==> src/rtl/al4s3b_wb_pkg.sv <==
// Shared definitions for the AL4S3B fabric-side Wishbone register bus.
package al4s3b_wb_pkg;

    localparam int WB_ADR_WIDTH = 17;
    localparam int WB_DAT_WIDTH = 32;

    localparam logic [31:0] WB_DEFAULT_READ_VALUE = 32'hBAD_FAB_AC;

    typedef enum logic [1:0] {
        IDLE = 2'd0,
        BUS  = 2'd1,
        RESP = 2'd2
    } wb_state_e;

endpackage

==> src/rtl/al4s3b_wb_initiator_if.sv <==
// AL4S3B register bus signal bundle; names follow the fabric-side WBs_* convention.
interface al4s3b_wb_if
    import al4s3b_wb_pkg::*;
#(
    parameter int ADR_WIDTH = WB_ADR_WIDTH,
    parameter int DAT_WIDTH = WB_DAT_WIDTH
);
    logic [ADR_WIDTH-1:0] WBs_ADR_o;
    logic                 WBs_CYC_o;
    logic                 WBs_STB_o;
    logic                 WBs_WE_o;
    logic                 WBs_RD_o;
    logic [3:0]           WBs_BYTE_STB_o;
    logic [DAT_WIDTH-1:0] WBs_DAT_o;
    logic [DAT_WIDTH-1:0] WBs_DAT_i;
    logic                 WBs_ACK_i;

    modport master (
        output WBs_ADR_o, WBs_CYC_o, WBs_STB_o, WBs_WE_o, WBs_RD_o,
               WBs_BYTE_STB_o, WBs_DAT_o,
        input  WBs_DAT_i, WBs_ACK_i
    );

    modport slave (
        input  WBs_ADR_o, WBs_CYC_o, WBs_STB_o, WBs_WE_o, WBs_RD_o,
               WBs_BYTE_STB_o, WBs_DAT_o,
        output WBs_DAT_i, WBs_ACK_i
    );
endinterface

==> src/rtl/al4s3b_wb_timeout_cntr.sv <==
// Saturating bus-cycle counter; expired flags the last permitted cycle without ACK.
module al4s3b_wb_timeout_cntr #(
    parameter int TIMEOUT_CYCLES = 15
) (
    input  logic clk,
    input  logic srst,
    input  logic clear,
    input  logic enable,
    output logic expired
);
    localparam int CW = $clog2(TIMEOUT_CYCLES + 1);
    localparam logic [CW-1:0] LAST = CW'(TIMEOUT_CYCLES - 1);
    localparam logic [CW-1:0] SAT  = CW'(TIMEOUT_CYCLES);

    logic [CW-1:0] cnt_reg;

    always_ff @(posedge clk) begin
        if (srst || clear) begin
            cnt_reg <= '0;
        end else if (enable && cnt_reg != SAT) begin
            cnt_reg <= cnt_reg + CW'(1);
        end
    end

    assign expired = enable && (cnt_reg == LAST);
endmodule

==> src/rtl/al4s3b_wb_initiator.sv <==
// Single-outstanding Wishbone initiator: command stream in, one bus cycle, response stream out.
module al4s3b_wb_initiator
    import al4s3b_wb_pkg::*;
#(
    parameter int                   ADR_WIDTH          = WB_ADR_WIDTH,
    parameter int                   DAT_WIDTH          = WB_DAT_WIDTH,
    parameter int                   TIMEOUT_CYCLES     = 15,
    parameter logic [DAT_WIDTH-1:0] DEFAULT_READ_VALUE = WB_DEFAULT_READ_VALUE
) (
    input  logic                 WBs_CLK_i,
    input  logic                 WBs_RST_i,
    input  logic                 cmd_valid_i,
    output logic                 cmd_ready_o,
    input  logic                 cmd_we_i,
    input  logic [ADR_WIDTH-1:0] cmd_adr_i,
    input  logic [3:0]           cmd_byte_stb_i,
    input  logic [DAT_WIDTH-1:0] cmd_dat_i,
    output logic                 rsp_valid_o,
    input  logic                 rsp_ready_i,
    output logic [DAT_WIDTH-1:0] rsp_dat_o,
    output logic                 rsp_err_o,
    al4s3b_wb_if.master          wb
);
    localparam logic [1:0] S_IDLE = IDLE;
    localparam logic [1:0] S_BUS  = BUS;
    localparam logic [1:0] S_RESP = RESP;

    logic [1:0]           state_reg;
    logic                 cyc_reg;
    logic                 we_reg;
    logic                 rd_reg;
    logic [ADR_WIDTH-1:0] adr_reg;
    logic [3:0]           byte_stb_reg;
    logic [DAT_WIDTH-1:0] wdat_reg;
    logic                 rsp_valid_reg;
    logic                 rsp_err_reg;
    logic [DAT_WIDTH-1:0] rsp_dat_reg;
    logic                 expired;

    al4s3b_wb_timeout_cntr #(
        .TIMEOUT_CYCLES(TIMEOUT_CYCLES)
    ) u_timeout (
        .clk     (WBs_CLK_i),
        .srst    (WBs_RST_i),
        .clear   (state_reg == S_IDLE),
        .enable  (state_reg == S_BUS),
        .expired (expired)
    );

    always_ff @(posedge WBs_CLK_i) begin
        if (WBs_RST_i) begin
            state_reg     <= S_IDLE;
            cyc_reg       <= 1'b0;
            we_reg        <= 1'b0;
            rd_reg        <= 1'b0;
            adr_reg       <= '0;
            byte_stb_reg  <= '0;
            wdat_reg      <= '0;
            rsp_valid_reg <= 1'b0;
            rsp_err_reg   <= 1'b0;
            rsp_dat_reg   <= '0;
        end else begin
            case (state_reg)
                S_IDLE: begin
                    if (cmd_valid_i) begin
                        cyc_reg      <= 1'b1;
                        we_reg       <= cmd_we_i;
                        rd_reg       <= ~cmd_we_i;
                        adr_reg      <= cmd_adr_i;
                        byte_stb_reg <= cmd_byte_stb_i;
                        wdat_reg     <= cmd_dat_i;
                        state_reg    <= S_BUS;
                    end
                end
                S_BUS: begin
                    // ACK is checked first so a late ACK on the expiry edge still completes cleanly.
                    if (wb.WBs_ACK_i || expired) begin
                        cyc_reg       <= 1'b0;
                        we_reg        <= 1'b0;
                        rd_reg        <= 1'b0;
                        rsp_valid_reg <= 1'b1;
                        state_reg     <= S_RESP;
                        if (wb.WBs_ACK_i) begin
                            rsp_err_reg <= 1'b0;
                            rsp_dat_reg <= we_reg ? '0 : wb.WBs_DAT_i;
                        end else begin
                            rsp_err_reg <= 1'b1;
                            rsp_dat_reg <= DEFAULT_READ_VALUE;
                        end
                    end
                end
                S_RESP: begin
                    if (rsp_ready_i) begin
                        rsp_valid_reg <= 1'b0;
                        state_reg     <= S_IDLE;
                    end
                end
                default: state_reg <= S_IDLE;
            endcase
        end
    end

    assign cmd_ready_o       = (state_reg == S_IDLE);
    assign rsp_valid_o       = rsp_valid_reg;
    assign rsp_err_o         = rsp_err_reg;
    assign rsp_dat_o         = rsp_dat_reg;
    assign wb.WBs_ADR_o      = adr_reg;
    assign wb.WBs_CYC_o      = cyc_reg;
    assign wb.WBs_STB_o      = cyc_reg;
    assign wb.WBs_WE_o       = we_reg;
    assign wb.WBs_RD_o       = rd_reg;
    assign wb.WBs_BYTE_STB_o = byte_stb_reg;
    assign wb.WBs_DAT_o      = wdat_reg;
endmodule

==> src/flat_wrapper.sv <==
// flat-port wrapper written by rule: the top's interface ports become plain ports
module al4s3b_wb_initiator_flat import al4s3b_wb_pkg::*;
#(
    parameter int                   ADR_WIDTH          = WB_ADR_WIDTH,
    parameter int                   DAT_WIDTH          = WB_DAT_WIDTH,
    parameter int                   TIMEOUT_CYCLES     = 15,
    parameter logic [DAT_WIDTH-1:0] DEFAULT_READ_VALUE = WB_DEFAULT_READ_VALUE
)
  (WBs_CLK_i, WBs_RST_i, cmd_valid_i, cmd_ready_o, cmd_we_i, cmd_adr_i, cmd_byte_stb_i, cmd_dat_i, rsp_valid_o, rsp_ready_i, rsp_dat_o, rsp_err_o, wb_WBs_ADR_o, wb_WBs_CYC_o, wb_WBs_STB_o, wb_WBs_WE_o, wb_WBs_RD_o, wb_WBs_BYTE_STB_o, wb_WBs_DAT_o, wb_WBs_DAT_i, wb_WBs_ACK_i);
  al4s3b_wb_if #(.ADR_WIDTH(ADR_WIDTH), .DAT_WIDTH(DAT_WIDTH)) wb_i ();
  input  logic WBs_CLK_i;
  input  logic WBs_RST_i;
  input  logic cmd_valid_i;
  output logic cmd_ready_o;
  input  logic cmd_we_i;
  input  logic [ADR_WIDTH-1:0] cmd_adr_i;
  input  logic [3:0] cmd_byte_stb_i;
  input  logic [DAT_WIDTH-1:0] cmd_dat_i;
  output logic rsp_valid_o;
  input  logic rsp_ready_i;
  output logic [DAT_WIDTH-1:0] rsp_dat_o;
  output logic rsp_err_o;
  output wire logic [$bits(wb_i.WBs_ADR_o)-1:0] wb_WBs_ADR_o;
  output wire logic [$bits(wb_i.WBs_CYC_o)-1:0] wb_WBs_CYC_o;
  output wire logic [$bits(wb_i.WBs_STB_o)-1:0] wb_WBs_STB_o;
  output wire logic [$bits(wb_i.WBs_WE_o)-1:0] wb_WBs_WE_o;
  output wire logic [$bits(wb_i.WBs_RD_o)-1:0] wb_WBs_RD_o;
  output wire logic [$bits(wb_i.WBs_BYTE_STB_o)-1:0] wb_WBs_BYTE_STB_o;
  output wire logic [$bits(wb_i.WBs_DAT_o)-1:0] wb_WBs_DAT_o;
  input wire logic [$bits(wb_i.WBs_DAT_i)-1:0] wb_WBs_DAT_i;
  input wire logic [$bits(wb_i.WBs_ACK_i)-1:0] wb_WBs_ACK_i;
  assign wb_WBs_ADR_o = wb_i.WBs_ADR_o;
  assign wb_WBs_CYC_o = wb_i.WBs_CYC_o;
  assign wb_WBs_STB_o = wb_i.WBs_STB_o;
  assign wb_WBs_WE_o = wb_i.WBs_WE_o;
  assign wb_WBs_RD_o = wb_i.WBs_RD_o;
  assign wb_WBs_BYTE_STB_o = wb_i.WBs_BYTE_STB_o;
  assign wb_WBs_DAT_o = wb_i.WBs_DAT_o;
  assign wb_i.WBs_DAT_i = wb_WBs_DAT_i;
  assign wb_i.WBs_ACK_i = wb_WBs_ACK_i;
  al4s3b_wb_initiator #(.ADR_WIDTH(ADR_WIDTH), .DAT_WIDTH(DAT_WIDTH), .TIMEOUT_CYCLES(TIMEOUT_CYCLES), .DEFAULT_READ_VALUE(DEFAULT_READ_VALUE)) u_core (.WBs_CLK_i(WBs_CLK_i), .WBs_RST_i(WBs_RST_i), .cmd_valid_i(cmd_valid_i), .cmd_ready_o(cmd_ready_o), .cmd_we_i(cmd_we_i), .cmd_adr_i(cmd_adr_i), .cmd_byte_stb_i(cmd_byte_stb_i), .cmd_dat_i(cmd_dat_i), .rsp_valid_o(rsp_valid_o), .rsp_ready_i(rsp_ready_i), .rsp_dat_o(rsp_dat_o), .rsp_err_o(rsp_err_o), .wb(wb_i));
endmodule
==> config.mk <==
export PLATFORM = sky130hd
export DESIGN_NAME = al4s3b_wb_initiator_flat
export DESIGN_NICKNAME = d
export VERILOG_FILES = /design/src/rtl/al4s3b_wb_pkg.sv /design/src/rtl/al4s3b_wb_initiator_if.sv /design/src/rtl/al4s3b_wb_timeout_cntr.sv /design/src/rtl/al4s3b_wb_initiator.sv /design/src/flat_wrapper.sv
export SDC_FILE = /design/constraint.sdc
export NUM_CORES = 1
export LEC_CHECK = 0
export ABC_AREA = 1
export BUFFER_PORTS_ARGS = -buffer_cell sky130_fd_sc_hd__buf_2
export CORE_MARGIN = 1.5
export CORE_UTILIZATION = 46
export CTS_CLUSTER_DIAMETER = 40
export DETAILED_ROUTE_END_ITERATION = 16
export PLACE_DENSITY = 0.85
export SLEW_MARGIN = 10
export SYNTH_ARGS = -nofsm -noshare
export SYNTH_HDL_FRONTEND = slang
export SYNTH_SLANG_ARGS = --single-unit
export TNS_END_PERCENT = 1
==> constraint.sdc <==
create_clock -name WBs_CLK_i -period 2 [get_ports WBs_CLK_i]
set_clock_uncertainty 0.15 [all_clocks]
set_input_delay 0.4 -clock WBs_CLK_i [delete_from_list [all_inputs] [get_ports WBs_CLK_i]]
set_output_delay 0.4 -clock WBs_CLK_i [all_outputs]
set_load 0.01 [all_outputs]
* Yosys cells after proc, flatten, opt, wreduce, memory -nomap -nowiden *
Index checks and enable logic that the tools add are counted.
W data, S select, Z words.

storage, ports and cells
  register bits = 96
  latch bits = 0
  RAM bits = 0
  ROM bits = 0
  output and inout bits = 92
  memories = 0

operators by class
  add/subtract/negate cells = 1
  multiply operators = 0
  divide/modulo/power cells = 0
  order comparisons = 0
  eq/ne operators = 7
  shift-type cells = 0
  multiplexer cells = 17
  bitwise gates (word level) = 1
  reduce and logical (&&, ||, !) cells = 12

operators with widths
  cell                   count
  $mux W32               2
  $reduce_and A3 Y1      3
  $pmux W1 S2            4
  $mux W1                7
  $mux W2                3
  $pmux W2 S3            1
  $add A4 B1 Y4 const B  1
  $eq A4 B4 Y1 const B   1
  $ne A2 B2 Y1 const B   2
  $ne A4 B4 Y1 const B   1
  $reduce_and A2 Y1      2
  $reduce_bool A2 Y1     2
  $eq A2 B1 Y1 const B   1
  $eq A2 B2 Y1 const B   1
  $logic_and A1 B1 Y1    2
  $logic_not A2 Y1       1
  $logic_or A1 B1 Y1     2
  $ne A2 B1 Y1 const B   1
  $not A1 Y1             1

* Logic depth before layout (Yosys ltp) *
  word-level depth = 5
  gate-level depth with buffers = 10
  depth with buffers taken out = 8

* Modules after synthesis *
Synthesis repeated with hierarchy kept, for this count alone.

second synthesis, totals
  cells, all modules = 507
  area, all modules = 3752.3 um2

modules (own cells, without submodules)
  module                  times used  cells each  area an instance (um2)  seq. area each (um2)
  al4s3b_wb_initiator     1           473         3502.1                  1841.8
  al4s3b_wb_timeout_cntr  1           34          250.2                   80.1

* Least setup slack after synthesis *
OpenSTA, ideal clock, no wires.

  path type = register to register
  from = register u_core.u_timeout.cnt_reg[0]
  to = register u_core.rsp_dat_reg[23] (netlist: u_core.rsp_dat_o[23])
  arrival time = 1.219 ns
  required time = 1.740 ns
  slack = 0.521 ns
  stages on the path, launching flop included = 11
  period minus slack after synthesis = 1.479 ns
  path through = dfxtp_1 -> inv_1 -> ha_1 -> nand3_2 -> nor2_2 -> nor2_4 -> buf_6 -> buf_6 -> nand2_1 -> nand3_1 -> inv_1

between the ends
  cells in the longest elaborated chain, start to end = 4

ends and longest elaborated chain
  item                         RTL line                      RTL
  start: declaration           al4s3b_wb_timeout_cntr.sv:15  logic [CW-1:0] cnt_reg;
  start signal: assignment     al4s3b_wb_timeout_cntr.sv:21  cnt_reg <= cnt_reg + CW'(1);
  $eq A4 B4 Y1                 al4s3b_wb_timeout_cntr.sv:25  assign expired = enable && (cnt_reg == LAST);
  $logic_and A1 B1 Y1          al4s3b_wb_timeout_cntr.sv:25
  $logic_or A1 B1 Y1           al4s3b_wb_initiator.sv:77     if (wb.WBs_ACK_i || expired) begin
  $reduce_and A2 Y1 (no line)  n/a
  end signal: assignment       al4s3b_wb_initiator.sv:85     rsp_dat_reg <= we_reg ? '0 : wb.WBs_DAT_i;
  end: declaration             al4s3b_wb_initiator.sv:37     logic [DAT_WIDTH-1:0] rsp_dat_reg;

Every way passes these cells.
A chain may end at the register's enable or synchronous reset.

* Final worst setup path *
  from = register u_core.u_timeout.cnt_reg[0]
  to = register u_core.rsp_dat_reg[13] (netlist: u_core.rsp_dat_o[13])

Same word-level chain as after synthesis.

==> run summary <==
RSZ-0062 raised after global routing: false
DR WL/cell: 11.5 um
Post-DRT Antenna Nets: 0
global placer's final weighted congestion: 0.719
Synth Instances: 552
setup repair bufs after CTS: 0
synthesis-stage register bit count: 96
# diodes: 0
register cell area after layout: 1920 um^2
largest net degree at the start of global routing: 48
hold_buf cts: 0
CTS Root Cell: clkbuf_8
cell with the most instances after synthesis: nor2_1
minimum clock period: 1.63 ns
Setup WS pre-CTS: 0.386 ns
slew at the pin closest to its max-slew limit: 0.444 ns
reported max-cap violation count: 0
DRT Pass-1 Iters: 4
CP Cell Sequence: inv_1 -> ha_1 -> nand3_2 -> nor2_2 -> nor2_4 -> buf_12 -> nand2_1 -> nand3_1 -> inv_1
Max IR drop VDD: 0.000491 V
kind of critical path: reg2reg
Most used DFF post-synth: dfxtp_1
Nets: 817
worst-skew pair later-pin latency: 0.36 ns
final setup violation count: 0
Seq/Total Area, Yosys: 0.495
crit start category: flop
Slew Limit Fails: 0
Die H: 94.8 um
CP delay by family, top: flip-flops
I/O Pins: 183
fin worst setup slack: 0.373 ns
slowest stage delay, CP: 0.41 ns
vias in the first global route: 3599
vias per cell: 4.72
Tot GR Track Use: 0.213
CTS buffer count: 9
slowest cell on the critical path: dfxtp_1
Fin. Hold Viols: 0
Chip Width: 94.8 um
DP Wirelength: 6990 um
Fmax: 0.614 GHz
Longest Clk Path Bufs: 2
synth unique cells: 24
most frequent CP cell: inv_1
syn_nets: 645
Crit Path Max Fanout: 47
first-pass GRT wire length: 15200 um
# DRC: 0
CTS resizes: 0
Yosys top cell area share: 0.495
reg2reg setup slack: 0.37 ns
pwr dens: 801 nW/um^2
Die Area: 8990 um^2
largest cells by area after synthesis: dfxtp_1 50%, nor2_1 14%, o21ai_0 9.8%
share of cells above drive strength 1: 0.299
drt total wl: 9570 um
synthesized area: 3880 um^2
clock sink total: 96
CTS tree: built
setup_tns: 0 ns
Worst-path clk slew: 0.10 ns
CP Capture Type: flop
Initial Util: 0.474
cell taking the most area after synthesis: dfxtp_1
area occupied by multi-input gates: 1430 um^2
Worst EP arrival: 1.73 ns
Tot Pwr: 0.00405 W
ys async rst share: 0
number of synthesized flops with an enable pin: 0
DR iter-0 viols: 78
Fillers: 758
Via Count: 3939
Mean Syn Cell Area: 7.03 um^2
yosys warns: 0
final critical-path share of the clock period: 0.814
Worst Hold Class: in2reg
Cell Rows: 33
initial antenna violation count: 0
H-tree depth: 3
Layout Area Growth over Synthesis: 30.2%
Core ar.: 8180 um^2
Port Buffer Count: 182
status: completed
Final Util: 0.618
top post-synthesis cells by count: 142 x nor2_1, 96 x dfxtp_1, 93 x inv_1
Slew headroom: 0.704
global route overflow: 0
CP bufs+invs: 3
Lkg Pwr: 2.91 nW
required time of the critical path: 2.10 ns
[metal layers]
| layer | up-vias | routed length, um | share of wire | global-route usage |
|---|---|---|---|---|
| met5 | - | 0 | 0 | 0 |
| met2 | 180 | 4440 | 0.46 | 0.378 |
| met3 | 24 | 880 | 0.092 | 0.0604 |
| met1 | 1733 | 4040 | 0.42 | 0.235 |
| li1 | 2002 | - | - | - |
| met4 | 0 | 213 | 0.022 | 0.0945 |
[kinds of logic (layout without fill, tap and decap cells)]
kind of cell / count (synthesis) / count (layout) / share of synthesized area
buffers and inverters: 127 / 304 / 0.136
DFF: 96 / 96 / 0.495
and+or+nand+nor: 242 / 242 / 0.253
adders and majority gates: 2 / 2 / 0.00645
AOI/OAI and AO/OA: 85 / 85 / 0.110
[layout make-up]
type	instances	area share
well taps	105	0.0260
clock inverters	5	0.00818
clock buffers	11	0.0280
inverters	96	0.0714
multi-input cells	329	0.283
flip-flops and latches	96	0.381
repair buffers	192	0.203
[cells in the final DEF (no fill, tap or decap), types with 2 or more instances in the layout]
cell	count
nand2_2	2
dfxtp_1	96
buf_2	182
clkinv_4	2
clkbuf_8	10
inv_1	93
nor2_2	3
nand2_1	61
a21oi_1	9
ha_1	2
buf_12	3
nor3_1	2
buf_4	7
inv_2	3
nand3_1	26
nor2_1	142
o21ai_0	76
clkinvlp_4	2
[stage by stage]
step | std cells | cell area, um^2 | hold slack, ns
after floorplan | 552 | 3880 | 0.319
after global placement | 818 | 4870 | 0.308
after detailed placement | 818 | 4870 | 0.317
after CTS | 834 | 5050 | 0.118
after global routing | 834 | 5050 | 0.138
final | 834 | 5050 | 0.135
[tightest hold or removal path, cell delays in order]
cell	delay (ns)
buf_2	0.07
o21ai_0	0.07
nor2_1	0.07
[power breakdown]
group | switching, W | internal [W] | total [W]
Clock | 0.000688 | 0.000496 | 0.00118
Combinational | 0.000420 | 0.000304 | 0.000724
Sequential | 0.0000798 | 0.00206 | 0.00214
Total | 0.00119 | 0.00286 | 0.00405
[final timing paths]
path / startpoint / end / cells past startpoint
worst max register to register: u_core.u_timeout.cnt_reg[0] / u_core.rsp_dat_o[13] / 9
worst min register to register: u_core.wb.WBs_ADR_o[1] / u_core.wb.WBs_ADR_o[1] / 2
worst max-delay path: u_core.u_timeout.cnt_reg[0] / u_core.rsp_dat_o[13] / 9
worst min-delay path: cmd_byte_stb_i[0] / u_core.wb.WBs_BYTE_STB_o[0] / 3
(Power assumes the default switching activity.)
